### config.mk
export PLATFORM = sky130hd
export DESIGN_NAME = ru_writeback
export DESIGN_NICKNAME = d
export VERILOG_FILES = /design/src/rtl/ru_pkg.sv /design/src/rtl/ru_wb_fifo.sv /design/src/rtl/ru_writeback.sv
export SDC_FILE = /design/constraint.sdc
export NUM_CORES = 1
export LEC_CHECK = 0
export ABC_AREA = 1
export CAP_MARGIN = 30
export CELL_PAD_IN_SITES_DETAIL_PLACEMENT = 1
export CELL_PAD_IN_SITES_GLOBAL_PLACEMENT = 1
export CORE_AREA = 5 5 186 367
export DETAILED_ROUTE_END_ITERATION = 8
export DIE_AREA = 0 0 191 372
export DONT_BUFFER_PORTS = 1
export MAX_ROUTING_LAYER = met4
export PLACE_DENSITY_LB_ADDON = 0.05
export SLEW_MARGIN = 40
export SYNTH_ARGS = -nofsm -noshare
export SYNTH_HDL_FRONTEND = slang
export SYNTH_SLANG_ARGS = --single-unit
### constraint.sdc
create_clock -name clk -period 7.1 [get_ports clk]
set_clock_uncertainty 0.1 [all_clocks]
set_input_delay 1.42 -clock clk [delete_from_list [all_inputs] [get_ports clk]]
set_output_delay 1.42 -clock clk [all_outputs]
set_load 0.02 [all_outputs]
### src/rtl/ru_pkg.sv
// Shared types for the RU write-back stage.
// DEF_ADDRW / DEF_WL are the default address and data widths. The packed
// entry types take their field widths from these defaults, so a build that
// needs other widths changes them here rather than overriding the module
// parameters alone.
package ru_pkg;

  localparam int unsigned DEF_ADDRW = 16;
  localparam int unsigned DEF_WL    = 32;

  // One buffered write: destination address and value.
  typedef struct packed {
    logic [DEF_ADDRW-1:0] addr;
    logic [DEF_WL-1:0]    value;
  } wb_entry_t;

  // One in-flight tracking slot.
  typedef struct packed {
    logic                 busy;
    logic [DEF_ADDRW-1:0] addr;
  } track_entry_t;

endpackage

### src/rtl/ru_wb_fifo.sv
// Synchronous FIFO used as the write-back buffer.
// Ports:
//   clk, rst      clock, synchronous active-high reset
//   push, din     write one word (accepted when not full, or when full with pop)
//   pop           remove the head word (ignored when empty)
//   dout          head word
//   count         number of stored words
//   full, empty   status decoded from count
module ru_wb_fifo #(
  parameter int unsigned W     = 8,
  parameter int unsigned DEPTH = 4
) (
  input  logic                       clk,
  input  logic                       rst,
  input  logic                       push,
  input  logic [W-1:0]               din,
  input  logic                       pop,
  output logic [W-1:0]               dout,
  output logic [$clog2(DEPTH+1)-1:0] count,
  output logic                       full,
  output logic                       empty
);

  localparam int unsigned AW = $clog2(DEPTH);
  localparam int unsigned CW = $clog2(DEPTH+1);

  logic [W-1:0]  mem [DEPTH];
  logic [AW-1:0] wptr;
  logic [AW-1:0] rptr;
  logic [CW-1:0] count_q;
  logic          do_push;
  logic          do_pop;

  // Push into a full FIFO is allowed only when the head leaves the same cycle.
  assign do_pop  = pop & ~empty;
  assign do_push = push & (~full | do_pop);

  assign full  = (count_q == CW'(DEPTH));
  assign empty = (count_q == CW'(0));
  assign count = count_q;
  assign dout  = mem[rptr];

  // Storage, pointers and occupancy; DEPTH is a power of two so pointers wrap.
  always_ff @(posedge clk) begin
    if (rst) begin
      wptr    <= '0;
      rptr    <= '0;
      count_q <= '0;
      for (int i = 0; i < int'(DEPTH); i++) begin
        mem[i] <= '0;
      end
    end else begin
      if (do_push) begin
        mem[wptr] <= din;
        wptr      <= wptr + AW'(1);
      end
      if (do_pop) begin
        rptr <= rptr + AW'(1);
      end
      case ({do_push, do_pop})
        2'b10:   count_q <= count_q + CW'(1);
        2'b01:   count_q <= count_q - CW'(1);
        default: count_q <= count_q;
      endcase
    end
  end

endmodule

### src/rtl/ru_writeback.sv
// Write-back and hazard stage behind the reduce/update pipeline.
// Buffers RU results, drives the feature-memory write port, tracks every
// destination issued into RU but not yet written back, and freezes RU on
// read-after-write hazards or when the buffer/tracking table runs out of room.
// Ports:
//   clk, rst                       clock, synchronous active-high reset
//   ena, stall                     RU global enable and upstream stall
//   issue_valid, issue_src         address being issued into RU this cycle
//   in_valid, in_dst, in_value     RU output register
//   wr_ready                       memory accepts the write this cycle
//   wr_en, wr_addr, wr_data        memory write request (FIFO head)
//   stallwrite                     combinational freeze for RU
//   inflight                       number of busy tracking entries
module ru_writeback
  import ru_pkg::*;
#(
  parameter int unsigned ADDRW     = DEF_ADDRW,
  parameter int unsigned WL        = DEF_WL,
  parameter int unsigned TRACK     = 8,
  parameter int unsigned FIFODEPTH = 4
) (
  input  logic                       clk,
  input  logic                       rst,
  input  logic                       ena,
  input  logic                       stall,
  input  logic                       issue_valid,
  input  logic [ADDRW-1:0]           issue_src,
  input  logic                       in_valid,
  input  logic [ADDRW-1:0]           in_dst,
  input  logic [WL-1:0]              in_value,
  input  logic                       wr_ready,
  output logic                       wr_en,
  output logic [ADDRW-1:0]           wr_addr,
  output logic [WL-1:0]              wr_data,
  output logic                       stallwrite,
  output logic [$clog2(TRACK+1)-1:0] inflight
);

  localparam int unsigned IW  = (TRACK > 1) ? $clog2(TRACK) : 1;
  localparam int unsigned CW  = $clog2(TRACK+1);
  localparam int unsigned FCW = $clog2(FIFODEPTH+1);
  localparam int unsigned EW  = $bits(wb_entry_t);

  track_entry_t   table_q [TRACK];
  logic [CW-1:0]  inflight_q;
  logic           adv_q;

  logic           advance;
  logic           hazard;
  logic           table_full;
  logic           fifo_near_full;
  logic           issue_hit;
  logic           free_hit;
  logic [IW-1:0]  free_idx;
  logic           alloc_found;
  logic [IW-1:0]  alloc_idx;
  logic           do_alloc;
  logic           do_free;

  logic           push;
  logic           pop;
  wb_entry_t      push_entry;
  wb_entry_t      head_entry;
  logic [EW-1:0]  fifo_dout;
  logic [FCW-1:0] fifo_count;
  logic           fifo_full;
  logic           fifo_empty;

  // CAM compares against issue and write addresses, plus lowest-free encoder.
  always_comb begin
    issue_hit   = 1'b0;
    free_hit    = 1'b0;
    free_idx    = '0;
    alloc_found = 1'b0;
    alloc_idx   = '0;
    for (int i = 0; i < int'(TRACK); i++) begin
      if (table_q[i].busy && (table_q[i].addr == issue_src)) begin
        issue_hit = 1'b1;
      end
      if (table_q[i].busy && (table_q[i].addr == wr_addr)) begin
        free_hit = 1'b1;
        free_idx = IW'(i);
      end
    end
    // Descending scan so the last assignment wins with the lowest index.
    for (int i = int'(TRACK) - 1; i >= 0; i--) begin
      if (!table_q[i].busy) begin
        alloc_found = 1'b1;
        alloc_idx   = IW'(i);
      end
    end
  end

  // Stall terms look only at registered state; a free this cycle helps next cycle.
  assign hazard         = issue_valid & ena & issue_hit;
  assign table_full     = ~alloc_found;
  assign fifo_near_full = (fifo_count >= FCW'(FIFODEPTH - 1));
  assign stallwrite     = rst | hazard | table_full | fifo_near_full;
  assign advance        = ena & ~stall & ~stallwrite;

  assign do_alloc = advance & issue_valid;
  assign pop      = wr_en & wr_ready;
  assign do_free  = pop & free_hit;

  // RU output holds while frozen; adv_q marks the cycles holding a fresh result.
  assign push       = in_valid & adv_q;
  assign push_entry = '{addr: in_dst, value: in_value};

  // Tracking table, occupancy counter and advance history.
  always_ff @(posedge clk) begin
    if (rst) begin
      adv_q      <= 1'b0;
      inflight_q <= '0;
      for (int i = 0; i < int'(TRACK); i++) begin
        table_q[i] <= '0;
      end
    end else begin
      adv_q <= advance;
      // Free and allocate never target the same slot: allocation picks a free one.
      if (do_free) begin
        table_q[free_idx].busy <= 1'b0;
      end
      if (do_alloc) begin
        table_q[alloc_idx] <= '{busy: 1'b1, addr: issue_src};
      end
      inflight_q <= inflight_q + CW'(do_alloc) - CW'(do_free);
    end
  end

  ru_wb_fifo #(
    .W     (EW),
    .DEPTH (FIFODEPTH)
  ) u_fifo (
    .clk   (clk),
    .rst   (rst),
    .push  (push),
    .din   (push_entry),
    .pop   (pop),
    .dout  (fifo_dout),
    .count (fifo_count),
    .full  (fifo_full),
    .empty (fifo_empty)
  );

  // Write port is the FIFO head; it cannot move until the head is accepted.
  assign head_entry = wb_entry_t'(fifo_dout);
  assign wr_en      = ~fifo_empty;
  assign wr_addr    = head_entry.addr;
  assign wr_data    = head_entry.value;
  assign inflight   = inflight_q;

  // Every accepted write must retire a tracked destination.
  a_pop_tracked : assert property (@(posedge clk) disable iff (rst) pop |-> free_hit);

  // The near-full stall margin keeps the buffer from ever overflowing.
  a_no_overflow : assert property (@(posedge clk) disable iff (rst)
                                   !(push && fifo_full && !pop));

endmodule

==> impl_metrics.toml <==
[pwr]
max-vdd-ir-drop_uv = 194.0
cellPowerDensity_nw_per_um2 = 242.0
total_leakage_power_nw = 8.609

[critical_path]
worst_setup_path_end_kind = "flop"
arrival_ps = 5880
max_stage_delay_ps = 630
crit_family = "simple AND/OR/NAND/NOR gates"
path_max_fanout = 37
worst-setup-path-type = "reg2reg"
crit_slowest_cell = "dfxtp_4"
path_cells = "buf_4, nand2_1, nand3_1, nand2_2, inv_1, o21ai_0, nor2_1, nand2_1, nor4_1, nand4_1, o21ai_0, nor2_1, a21oi_1, ha_1, inv_1, ha_1, a21o_1, a21oi_1, o21ai_0, a21oi_1"
required_ps = 7490
crit_path_start_kind = "flop"
critPathBufInv = 3

[die]
coreArea_sq_um = 64910
ios = 125
die_area_sq_um = 71050
rows = 132
initial_core_util_pct = 29.75
dieWidth_um = 191
die_y_um = 372

[placement]
portBuffers = 0
gp_congestion = 0.9639
place_ws_ps = 1465
hpwl_um = 68420

[status]
status = "finished, final reports clean"

[clocking]
cts_resized = 0
cts_max_level = 2
clockRootBuffer = "clkbuf_16"
path_clk_slew_ps = 60
ctsLongestPathBuffers = 3
hold_buffers = 0
cts_buffers = 36
clk_latency_ps = 560
post_cts_buffers = 0
cts_sinks = 342
cts_tree = "built"

[global_routing]
grt_pass1_wl_um = 130100
grt_max_degree = 50
antenna_found_initial = 0
grt_util_all_layers_pct = 26.68
gr-total-overflow = 0
grt_pass1_vias = 18028

[cells_and_area]
final_common_cell = "nor2_1"
diodes = 0
num-fill-cells = 7742
layout_common_cells = "nor2_1, nand2_1, edfxtp_1, inv_1, nand3_1"
area_growth_pct = 10.78
drive_above_1_share_pct = 9.931
nNetsFinal = 2369

[synthesis]
synth-seq-cells = 342
syn_area_sq_um = 19310
yosysTopAreaCellShare_pct = 49.76
ys_async_sr_fraction_pct = 0
synth_cell_types = 47
synth_top_flop_cell = "edfxtp_1"
ys_top_cells_by_area = "edfxtp_1, nor2_1, nand2_1, inv_1, nand3_1"
synth_cells = 2316
synth_nets = 2394
avgSynthCellArea_sq_um = 8.338
yosysTopAreaCell = "edfxtp_1"
synth_warnings = 0
seq_area_frac_synth_pct = 52.04
synth_edf_count = 320

[sta]
hold_viol_final = 0
fin_crit_sh_pct = 77.32
slew_viol_final = 0
timing.slew.headroom_pct = 41.69
fin_tns_setup_ps = 0
tightest_slew_ps = 868.3
setup_slack_ps = 1610
period_minus_slack_ps = 5490
setup_violations = 0
max_freq_mhz = 182.2
rsz0062_at_grt = "false"

[route]
avgViaCountPerCell = 5.213
wl_per_cell_um = 29.29
vias = 16613
antenna_left = 0
first_iter_violations = 882
wirelength_um = 93360
dr.pass1.iters = 6
drc = 0

[flow_run]
drv_cap = 0

[worst_hold_path]
hp-class = "reg2reg"
-- per-layer routing --
| layer | vias to the layer above | part of all wire, % | global-route usage (%) |
|---|---|---|---|
| met2 | 543 | 52 | 48.13 |
| met1 | 8259 | 34 | 25.76 |
| li1 | 7528 | - | - |
| met3 | 283 | 4.6 | 4.151 |
| met4 | 0 | 9.1 | 18.83 |
| met5 | - | 0 | - |
-- worst register-to-register path, cell delays in order, from the launching register on --
cell and delay [ps]:
dfxtp_4 630, buf_4 520, nand2_1 100, nand3_1 180, nand2_2 500, inv_1 470
o21ai_0 140, nor2_1 110, nand2_1 70, nor4_1 400, nand4_1 500, o21ai_0 220
nor2_1 70, a21oi_1 320, ha_1 220, inv_1 60, ha_1 270, a21o_1 190
a21oi_1 170, o21ai_0 100, a21oi_1 120
-- flip-flops by register name, indices dropped and copies added (netlist names), named ones only --
| register | cells |
|---|---|
| table_q | 136 |
| inflight | 4 |
| u_fifo.mem | 192 |
| u_fifo.rptr | 2 |
| u_fifo.wptr | 2 |
| u_fifo.count | 3 |
| adv_q | 1 |
-- synthesized netlist by cell type, types with 18 or more instances --
| master | number |
|---|---|
| nor2_1 | 492 |
| nand2_1 | 467 |
| edfxtp_1 | 320 |
| inv_1 | 258 |
| nand3_1 | 122 |
| o21ai_0 | 111 |
| o22ai_1 | 77 |
| nor2_2 | 64 |
| clkbuf_1 | 43 |
| xor2_1 | 42 |
| a21oi_1 | 37 |
| nand4_1 | 36 |
| buf_2 | 30 |
| dfxtp_1 | 22 |
| inv_2 | 18 |
-- per-stage QoR --
stage	util, %	hold WS (ps)	instance area (sq um)	instances	total power [mW]
2_1_floorplan	-	336.3	19310	2316	2.873
4_1_cts	32.96	367.2	21390	3187	5.246
6_report	32.96	366.8	21390	3187	5.176
3_5_place_dp	31.10	358.3	20190	3124	3.228
3_3_place_gp	31.07	343.7	20170	3124	3.227
5_1_grt	32.96	400.0	21390	3187	5.373
-- area by class of cell --
type	count	area [sq um]	share of cell area (%)
clock buffer	47	1015	4.743
clock inverter	16	191.4	0.8949
multi-input combinational	1593	7680	35.90
sequential	342	10050	47.00
tap	871	1090	5.094
timing repair buffer	40	315.3	1.474
inverter	278	1046	4.890
-- power by group --
| group | total [mW] | switching [mW] | leakage [nW] | internal, mW |
|---|---|---|---|---|
| registers | 2.34 | 0.0633 | 3.49 | 2.28 |
| logic | 0.838 | 0.653 | 4.53 | 0.185 |
| clock network | 2.00 | 0.843 | 0.590 | 1.16 |
-- worst paths after layout --
check                           end  slack [ps]  cells past startpoint                        start
min                            flop         370                      2  u_fifo.rptr[1]$_SDFFE_PP0P_
max          inflight[3]$_SDFF_PP0_        1610                     20                         flop
max reg2reg  inflight[3]$_SDFF_PP0_        1610                     20                         flop
min reg2reg                    flop         370                      2  u_fifo.rptr[1]$_SDFFE_PP0P_
-- cell families (layout without fill, tap and decap cells) --
family	Yosys count	after routing	share of synthesized area, %
AO/OA/AOI/OAI	256	256	7.399
XOR/XNOR	58	58	2.631
adder cells (fa/ha/maj)	7	7	0.5313
buffers and inverters	381	381	8.429
flip-flops	342	342	52.04
AND/OR/NAND/NOR	1272	1272	28.97
Power figures use the tool's default switching activity.
